$ cat src/rtl/pipe_hazard_seq_if.sv
// Hazard sequencer bundle: decode/EX hazard inputs and pipeline controls.
// HAZ_PERF_CNT_EN adds the stall/flush performance counter outputs.
interface pipe_hazard_seq_if #(
    parameter int REG_AW = 2
);
    logic [REG_AW-1:0] RA_D;
    logic [REG_AW-1:0] RB_D;
    logic              use_ra_D;
    logic              use_rb_D;
    logic              rd_en_E;
    logic [REG_AW-1:0] dst_E;
    logic              wr_en_regf_E;
    logic              branch_taken_E;
    logic              is_ret_E;
    logic              intr;
    logic              stall_F;
    logic              stall_D;
    logic              flush_D;
    logic              flush_E;
    logic              pc_load_ret;
    logic              int_inject;
    logic              busy;
`ifdef HAZ_PERF_CNT_EN
    logic [15:0]       stall_cnt;
    logic [15:0]       flush_cnt;
`endif

    modport master (
        output RA_D, RB_D, use_ra_D, use_rb_D,
        output rd_en_E, dst_E, wr_en_regf_E,
        output branch_taken_E, is_ret_E, intr,
        input  stall_F, stall_D, flush_D, flush_E,
`ifdef HAZ_PERF_CNT_EN
        input  stall_cnt, flush_cnt,
`endif
        input  pc_load_ret, int_inject, busy
    );

    modport slave (
        input  RA_D, RB_D, use_ra_D, use_rb_D,
        input  rd_en_E, dst_E, wr_en_regf_E,
        input  branch_taken_E, is_ret_E, intr,
        output stall_F, stall_D, flush_D, flush_E,
`ifdef HAZ_PERF_CNT_EN
        output stall_cnt, flush_cnt,
`endif
        output pc_load_ret, int_inject, busy
    );
endinterface

$ cat src/rtl/pipe_hazard_seq.sv
// Stall/flush sequencer for the five-stage pipeline: load-use, branch,
// RET bubbling and interrupt entry. HAZ_PERF_CNT_EN adds perf counters.
module pipe_hazard_seq #(
    parameter int RET_BUBBLES = 2,
    parameter int REG_AW      = 2
) (
    input logic               clk,
    input logic               reset,
    pipe_hazard_seq_if.slave  bus
);
    typedef enum logic [1:0] {
        RUN, RET_WAIT, INT_DRAIN, INT_PUSH
    } state_t;

    state_t     state;
    state_t     state_nx;
    logic [2:0] cnt;
    logic [2:0] cnt_nx;
    logic       int_pend;
    logic       pc_load_ret;
    logic       int_inject;
    logic       busy;
    logic       load_use;
    logic       stall_f;
    logic       stall_d;
    logic       flush_d;
    logic       flush_e;

    assign load_use = bus.rd_en_E & bus.wr_en_regf_E &
                      ((bus.use_ra_D & (bus.RA_D == bus.dst_E)) |
                       (bus.use_rb_D & (bus.RB_D == bus.dst_E)));

    // State, bubble counter, pending interrupt and registered pulses.
    always_ff @(posedge clk) begin
        if (reset) begin
            state       <= RUN;
            cnt         <= 3'd0;
            int_pend    <= 1'b0;
            pc_load_ret <= 1'b0;
            int_inject  <= 1'b0;
            busy        <= 1'b0;
        end else begin
            state       <= state_nx;
            cnt         <= cnt_nx;
            // A new request in the cycle INT_PUSH is entered stays pending.
            int_pend    <= (int_pend & (state != INT_DRAIN)) | bus.intr;
            pc_load_ret <= (state == RET_WAIT) && (cnt == 3'd0);
            int_inject  <= (state == INT_PUSH);
            busy        <= (state_nx != RUN);
        end
    end

    // Next-state and bubble count selection.
    always_comb begin
        state_nx = state;
        cnt_nx   = cnt;
        unique case (state)
            RUN: begin
                if (bus.branch_taken_E) begin
                    state_nx = RUN;
                end else if (bus.is_ret_E) begin
                    state_nx = RET_WAIT;
                    cnt_nx   = 3'(RET_BUBBLES - 1);
                end else if (load_use) begin
                    state_nx = RUN;
                end else if (int_pend) begin
                    state_nx = INT_DRAIN;
                end
            end
            RET_WAIT: begin
                if (cnt != 3'd0) cnt_nx = cnt - 3'd1;
                else             state_nx = RUN;
            end
            INT_DRAIN: state_nx = INT_PUSH;
            INT_PUSH:  state_nx = RUN;
            default:   state_nx = RUN;
        endcase
    end

    // Pipeline register hold/flush controls.
    always_comb begin
        stall_f = 1'b0;
        stall_d = 1'b0;
        flush_d = 1'b0;
        flush_e = 1'b0;
        if (reset) begin
            flush_d = 1'b1;
            flush_e = 1'b1;
        end else begin
            unique case (state)
                RUN: begin
                    if (bus.branch_taken_E || bus.is_ret_E) begin
                        flush_d = 1'b1;
                        flush_e = 1'b1;
                    end else if (load_use) begin
                        stall_f = 1'b1;
                        stall_d = 1'b1;
                        flush_e = 1'b1;
                    end else if (int_pend) begin
                        stall_f = 1'b1;
                        flush_d = 1'b1;
                    end
                end
                RET_WAIT, INT_DRAIN: begin
                    stall_f = 1'b1;
                    flush_d = 1'b1;
                end
                INT_PUSH: begin
                    stall_f = 1'b1;
                    stall_d = 1'b1;
                end
                default: begin
                    flush_d = 1'b1;
                    flush_e = 1'b1;
                end
            endcase
        end
    end

    assign bus.stall_F     = stall_f;
    assign bus.stall_D     = stall_d;
    assign bus.flush_D     = flush_d;
    assign bus.flush_E     = flush_e;
    assign bus.pc_load_ret = pc_load_ret;
    assign bus.int_inject  = int_inject;
    assign bus.busy        = busy;

`ifdef HAZ_PERF_CNT_EN
    logic [15:0] stall_cnt;
    logic [15:0] flush_cnt;

    // Saturating stall/flush cycle counters.
    always_ff @(posedge clk) begin
        if (reset) begin
            stall_cnt <= 16'd0;
            flush_cnt <= 16'd0;
        end else begin
            if (stall_f && (stall_cnt != 16'hFFFF))
                stall_cnt <= stall_cnt + 16'd1;
            if ((flush_d || flush_e) && (flush_cnt != 16'hFFFF))
                flush_cnt <= flush_cnt + 16'd1;
        end
    end

    assign bus.stall_cnt = stall_cnt;
    assign bus.flush_cnt = flush_cnt;
`endif
endmodule

$ cat src/flat_wrapper.sv
// flat-port wrapper written by rule: the top's interface ports become plain ports
module pipe_hazard_seq_flat 
#(
    parameter int RET_BUBBLES = 2,
    parameter int REG_AW      = 2
)
  (clk, reset, bus_RA_D, bus_RB_D, bus_use_ra_D, bus_use_rb_D, bus_rd_en_E, bus_dst_E, bus_wr_en_regf_E, bus_branch_taken_E, bus_is_ret_E, bus_intr, bus_stall_F, bus_stall_D, bus_flush_D, bus_flush_E, bus_pc_load_ret, bus_int_inject, bus_busy);
  pipe_hazard_seq_if #(.REG_AW(REG_AW)) bus_i ();
  input logic clk;
  input logic reset;
  input wire logic [$bits(bus_i.RA_D)-1:0] bus_RA_D;
  input wire logic [$bits(bus_i.RB_D)-1:0] bus_RB_D;
  input wire logic [$bits(bus_i.use_ra_D)-1:0] bus_use_ra_D;
  input wire logic [$bits(bus_i.use_rb_D)-1:0] bus_use_rb_D;
  input wire logic [$bits(bus_i.rd_en_E)-1:0] bus_rd_en_E;
  input wire logic [$bits(bus_i.dst_E)-1:0] bus_dst_E;
  input wire logic [$bits(bus_i.wr_en_regf_E)-1:0] bus_wr_en_regf_E;
  input wire logic [$bits(bus_i.branch_taken_E)-1:0] bus_branch_taken_E;
  input wire logic [$bits(bus_i.is_ret_E)-1:0] bus_is_ret_E;
  input wire logic [$bits(bus_i.intr)-1:0] bus_intr;
  output wire logic [$bits(bus_i.stall_F)-1:0] bus_stall_F;
  output wire logic [$bits(bus_i.stall_D)-1:0] bus_stall_D;
  output wire logic [$bits(bus_i.flush_D)-1:0] bus_flush_D;
  output wire logic [$bits(bus_i.flush_E)-1:0] bus_flush_E;
  output wire logic [$bits(bus_i.pc_load_ret)-1:0] bus_pc_load_ret;
  output wire logic [$bits(bus_i.int_inject)-1:0] bus_int_inject;
  output wire logic [$bits(bus_i.busy)-1:0] bus_busy;
  assign bus_i.RA_D = bus_RA_D;
  assign bus_i.RB_D = bus_RB_D;
  assign bus_i.use_ra_D = bus_use_ra_D;
  assign bus_i.use_rb_D = bus_use_rb_D;
  assign bus_i.rd_en_E = bus_rd_en_E;
  assign bus_i.dst_E = bus_dst_E;
  assign bus_i.wr_en_regf_E = bus_wr_en_regf_E;
  assign bus_i.branch_taken_E = bus_branch_taken_E;
  assign bus_i.is_ret_E = bus_is_ret_E;
  assign bus_i.intr = bus_intr;
  assign bus_stall_F = bus_i.stall_F;
  assign bus_stall_D = bus_i.stall_D;
  assign bus_flush_D = bus_i.flush_D;
  assign bus_flush_E = bus_i.flush_E;
  assign bus_pc_load_ret = bus_i.pc_load_ret;
  assign bus_int_inject = bus_i.int_inject;
  assign bus_busy = bus_i.busy;
  pipe_hazard_seq #(.RET_BUBBLES(RET_BUBBLES), .REG_AW(REG_AW)) u_core (.clk(clk), .reset(reset), .bus(bus_i));
endmodule
$ cat config.mk
export PLATFORM = sky130hd
export DESIGN_NAME = pipe_hazard_seq_flat
export DESIGN_NICKNAME = d
export VERILOG_FILES = /design/src/rtl/pipe_hazard_seq_if.sv /design/src/rtl/pipe_hazard_seq.sv /design/src/flat_wrapper.sv
export SDC_FILE = /design/constraint.sdc
export NUM_CORES = 1
export LEC_CHECK = 0
export ABC_AREA = 1
export BUFFER_PORTS_ARGS = -buffer_cell sky130_fd_sc_hd__buf_2
export CORE_MARGIN = 2
export CORE_UTILIZATION = 47
export DETAILED_ROUTE_END_ITERATION = 8
export PLACE_DENSITY = 0.87
export SYNTH_ARGS = -nofsm -noshare
export SYNTH_HDL_FRONTEND = slang
export SYNTH_SLANG_ARGS = --single-unit
$ cat constraint.sdc
create_clock -name clk -period 1.8 [get_ports clk]
set_clock_uncertainty 0.15 [all_clocks]
set_input_delay 0.09 -clock clk [delete_from_list [all_inputs] [get_ports clk]]
set_output_delay 0.09 -clock clk [all_outputs]
set_load 0.05 [all_outputs]
; ---- After elaboration in Yosys (flattened, before gate mapping)
; Cells that the tools add are included.
[word_totals]
reg_bits = 9
latchBits = 0
mem_bits_rw = 0
romBits = 0
inputBits = 15
out_inout_bits = 7
word_cells = 59
mem_count = 0
[classes]
n_addsub = 1
n_mul = 0
div_mod_pow = 0
order_cmp = 0
eq_ne = 9
n_shift = 0
mux = 26
bitwise = 7
n_reduce_logical = 10
[op_table]
columns = cell, n
row1 = $mux W1, 13
row2 = $mux W2, 5
row3 = $mux W3, 3
row4 = $ne A2 B2 Y1 const B, 4
row5 = $pmux W2 S4, 1
row6 = $pmux W1 S2, 3
row7 = $pmux W3 S2, 1
row8 = $and A1 B1 Y1, 5
row9 = $eq A2 B2 Y1, 2
row10 = $eq A2 B2 Y1 const B, 2
row11 = $reduce_and A4 Y1, 1
row12 = $reduce_bool A2 Y1, 2
row13 = $logic_not A3 Y1, 1
row14 = $reduce_bool A3 Y1, 1
row15 = $reduce_or A3 Y1, 1
row16 = $sub A3 B1 Y3 const B, 1
row17 = $eq A2 B1 Y1 const B, 1
row18 = $logic_not A2 Y1, 1
row19 = $or A1 B1 Y1, 2
row20 = $reduce_or A2 Y1, 1
row21 = $logic_and A1 B1 Y1, 1
row22 = $logic_or A1 B1 Y1, 1

; ---- Longest topological paths before layout
[depth]
ltp_word = 9
mapped_depth = 12
ltp_nobuf = 12

; ---- Least setup slack after synthesis
; No wires, ideal clock.
[synth_timing]
path_type = flip-flop to output port
start = reg u_core.state[0]
end = out bus_flush_D
arrival_time_ns = 1.520
required_time_ns = 1.560
setup_slack_ns = 0.040
stages_incl_launch_ff = 5
path_buffers = 0
cell_sequence = dfxtp_1 inv_1 ha_1 nor2_1 a21oi_1
[synth_via]
elab_chain_len = 4
elab_cells_between_ends = 6
classes_between = eq/ne (2) / mux (2) / reduce/logical (2)
[synth_rtl]
columns = item, line_no
row1 = start: declaration, pipe_hazard_seq.sv:15  ; state_t state;
row2 = start signal: assignment, pipe_hazard_seq.sv:43  ; state <= state_nx;
row3 = $eq A2 B2 Y1 / $eq A2 B1 Y1 (equally long branches), pipe_hazard_seq.sv:90  ; unique case (state)
row4 = $reduce_or A2 Y1, pipe_hazard_seq.sv:90
row5 = $pmux W1 S2 *, pipe_hazard_seq.sv:90
row6 = $mux W1 *, pipe_hazard_seq.sv:86  ; if (reset) begin
row7 = end: declaration, flat_wrapper.sv:23  ; output wire logic [$bits(bus_i.flush_D)-1:0] bus_flush_D;
; Every way passes the cells marked *; elsewhere a longest branch is shown, timed or not.

; ---- Worst setup path in the final report
[layout_timing]
start = reg u_core.state[0]
end = reg u_core.int_pend
[layout_via]
elab_chain_len = 3
[layout_rtl]
columns = item, line_no
row1 = $ne A2 B2 Y1, pipe_hazard_seq.sv:46  ; int_pend <= (int_pend & (state != INT_DRAIN)) | bus.intr;
row2 = $and A1 B1 Y1, pipe_hazard_seq.sv:46
row3 = $or A1 B1 Y1, pipe_hazard_seq.sv:46
row4 = end signal: assignment, pipe_hazard_seq.sv:46
row5 = end: declaration, pipe_hazard_seq.sv:19  ; logic int_pend;
; Every way passes these cells.
; A chain may end at the register's enable or synchronous reset.

==> qor.csv <==
metric,value,unit
r2r_slack,0.12,ns
clock.fmax,595,MHz
worstPathMaxFanout,4,
drcViolationCount,0,
drt_iter0_drc,14,
syn_to_final_growth,30.2,%
timing.final.max_slew_violations,0,
max_slew.worst_pin.slew,0.251,ns
status,"finished, final reports clean",
final_cell_area,826,um^2
insertion_delay,0.26,ns
clock-root-buffer,clkbuf_4,
routed_wl,1360,um
antenna_found_initial,0,
port_buffers,21,
cts_buffer_depth,2,
ir_worst_vdd,538,uV
initial_core_util,49.4,%
slew_headroom,83.4,%
ys_seq_area_share,28.4,%
placed_area,758,um^2
grt_use_total,18.2,%
cp_top_family,buffers and inverters,
vias,695,
synth_area,634,um^2
critPathKind,flip-flop to flip-flop,
via_per_inst,4.76,
final_common_cell,nand2_1,
tns,0,ns
place_congestion,0.895,
clk_pin_slew,0.06,ns
power_leakage,0.509,nW
synth_top_area_cell,dfxtp_1,
grt_pass1_vias,539,
ios,22,
slowest_stage,dlygate4sd3_1,
critPathLaunchType,flip-flop,
min_path_type,input pin to flip-flop,
hold_violations,0,
end_kind,flip-flop,
dieWidth,40.7,um
critical_path.most_common_cell,inv_1,
fin_crit_sh,93.4,%
finalPower,0.538,mW
dieHeight,40.7,um
rsz0062_at_grt,no,
cp.arrival,1.67,ns
grt_pass1_wl,1950,um
drive_above_1_share,26.7,%
fillCellCount,125,
yosysTopAreaCellShare,28.4,%
grt_max_degree,8,
ys_warn_count,0,
maxCapViolations,0,
slowest_delay,0.56,ns
synth_cells,103,
postSynthAreaPerCell,6.16,um^2
synthDistinctLibCells,16,
rows,13,
period_minus_slack,1.68,ns
firstDrtPassIters,4,
cts_tree,done,
design.die.area,1660,um^2
cts_made_buffers,3,
nets,153,
crit_chain,inv_1 -> ha_1 -> inv_1 -> a21oi_1 -> nor2_1 -> dlygate4sd3_1,
routedWlPerCell,9.33,um
syn-num-nets,124,
grt-ovfl-total,0,
htree_levels,1,
insertedDiodeCount,0,
ant_nets,0,
setup_viol,0,
final_cell_mix,"nand2_1 (35), inv_1 (21), buf_2 (19)",
power_density,652,nW/um^2
crit_buf_inv,3,
dp_hpwl,1070,um
dp.cells,139,
core-area,1280,um^2
instances_no_fill,146,
synth_area_leaders,"dfxtp_1 (28%), nand2_1 (21%), inv_1 (12%)",
clock_sinks,9,
ys_ff_latch,9,
cp.required,1.79,ns
[Yosys cell counts]
cell type	number
a31oi_1	1
nand2_2	3
nand3_1	7
a211oi_1	1
o21a_1	1
o21ai_0	1
o21ai_1	2
dfxtp_1	9
a21oi_1	4
inv_2	2
nor2_4	1
nor2_1	8
ha_1	6
nor3_2	1
inv_1	21
nand2_1	35
[stage by stage]
step                util, %  worst slack, ns  hold slack (ns)
CTS                    63.6           0.0428           0.0568
detailed placement     59.0            0.148            0.165
floorplan                 -           0.0404          0.00972
finish                 64.3            0.119           0.0594
global route           64.3           0.0184           0.0730
global placement       59.0            0.242            0.150
[kinds of logic after synthesis]
kind of cell / count (synthesis) / share of synthesized area (%)
compound gates: 10 / 8.88
fa+ha+maj: 6 / 11.8
simple gates: 55 / 37.3
buf+inv: 23 / 13.6
flops: 9 / 28.4
[sequential cells by signal (all words and copies together), names as in the netlist]
signal and flops:
u_core.bus.int_inject 1, u_core.bus.pc_load_ret 1, u_core.cnt 3, u_core.int_pend 1
u_core.bus.busy 1, u_core.state 2
[per-layer routing]
metal,share of wire [%],vias up,track usage (%)
li1,-,371,-
met1,45,305,20.0
met2,49,17,31.3
met3,5.8,2,9.78
met4,0.59,0,2.50
met5,0,-,0
[worst min-delay path, delay by kind of cell]
family                 cells  cell delay, ns
AOI/OAI and AO/OA          1            0.06
buffers and inverters      1            0.12
and+or+nand+nor            2            0.15
[report_power, final]
group          internal, mW  switching, mW  total (mW)  leakage [nW]
clock network        0.0818         0.0685       0.150        0.0177
logic                0.0603          0.107       0.168         0.417
registers             0.213        0.00767       0.220        0.0747
total                 0.355          0.184       0.538         0.509
[worst paths after layout]
| kind | depth (start not counted) | start | endpoint |
|---|---|---|---|
| worst min-delay path | 4 | bus_is_ret_E | u_core.cnt[2] |
| worst min register to register | 1 | u_core.cnt[0] | u_core.cnt[0] |
| worst max register to register | 6 | u_core.state[0] | u_core.int_pend |
| worst max-delay path | 6 | u_core.state[0] | u_core.int_pend |
[cell type report]
cell class | instances | area, um^2 | share of cell area (%)
sequential | 9 | 183 | 22.1
clock buffer | 3 | 22.5 | 2.73
tap | 15 | 18.8 | 2.27
clock inverter | 1 | 5.00 | 0.606
multi-input combinational | 71 | 370 | 44.8
timing repair buffer | 24 | 140 | 17.0
inverter | 23 | 86.3 | 10.5
[timing repair]
action	4_1_cts	5_1_grt
setup endpoints to repair	1	3
resized for setup	1	6
endpoints found under the hold margin	5	0
hold buffers	3	0
setup buffers	0	0
Note: power is estimated with default switching activity, not from simulation.
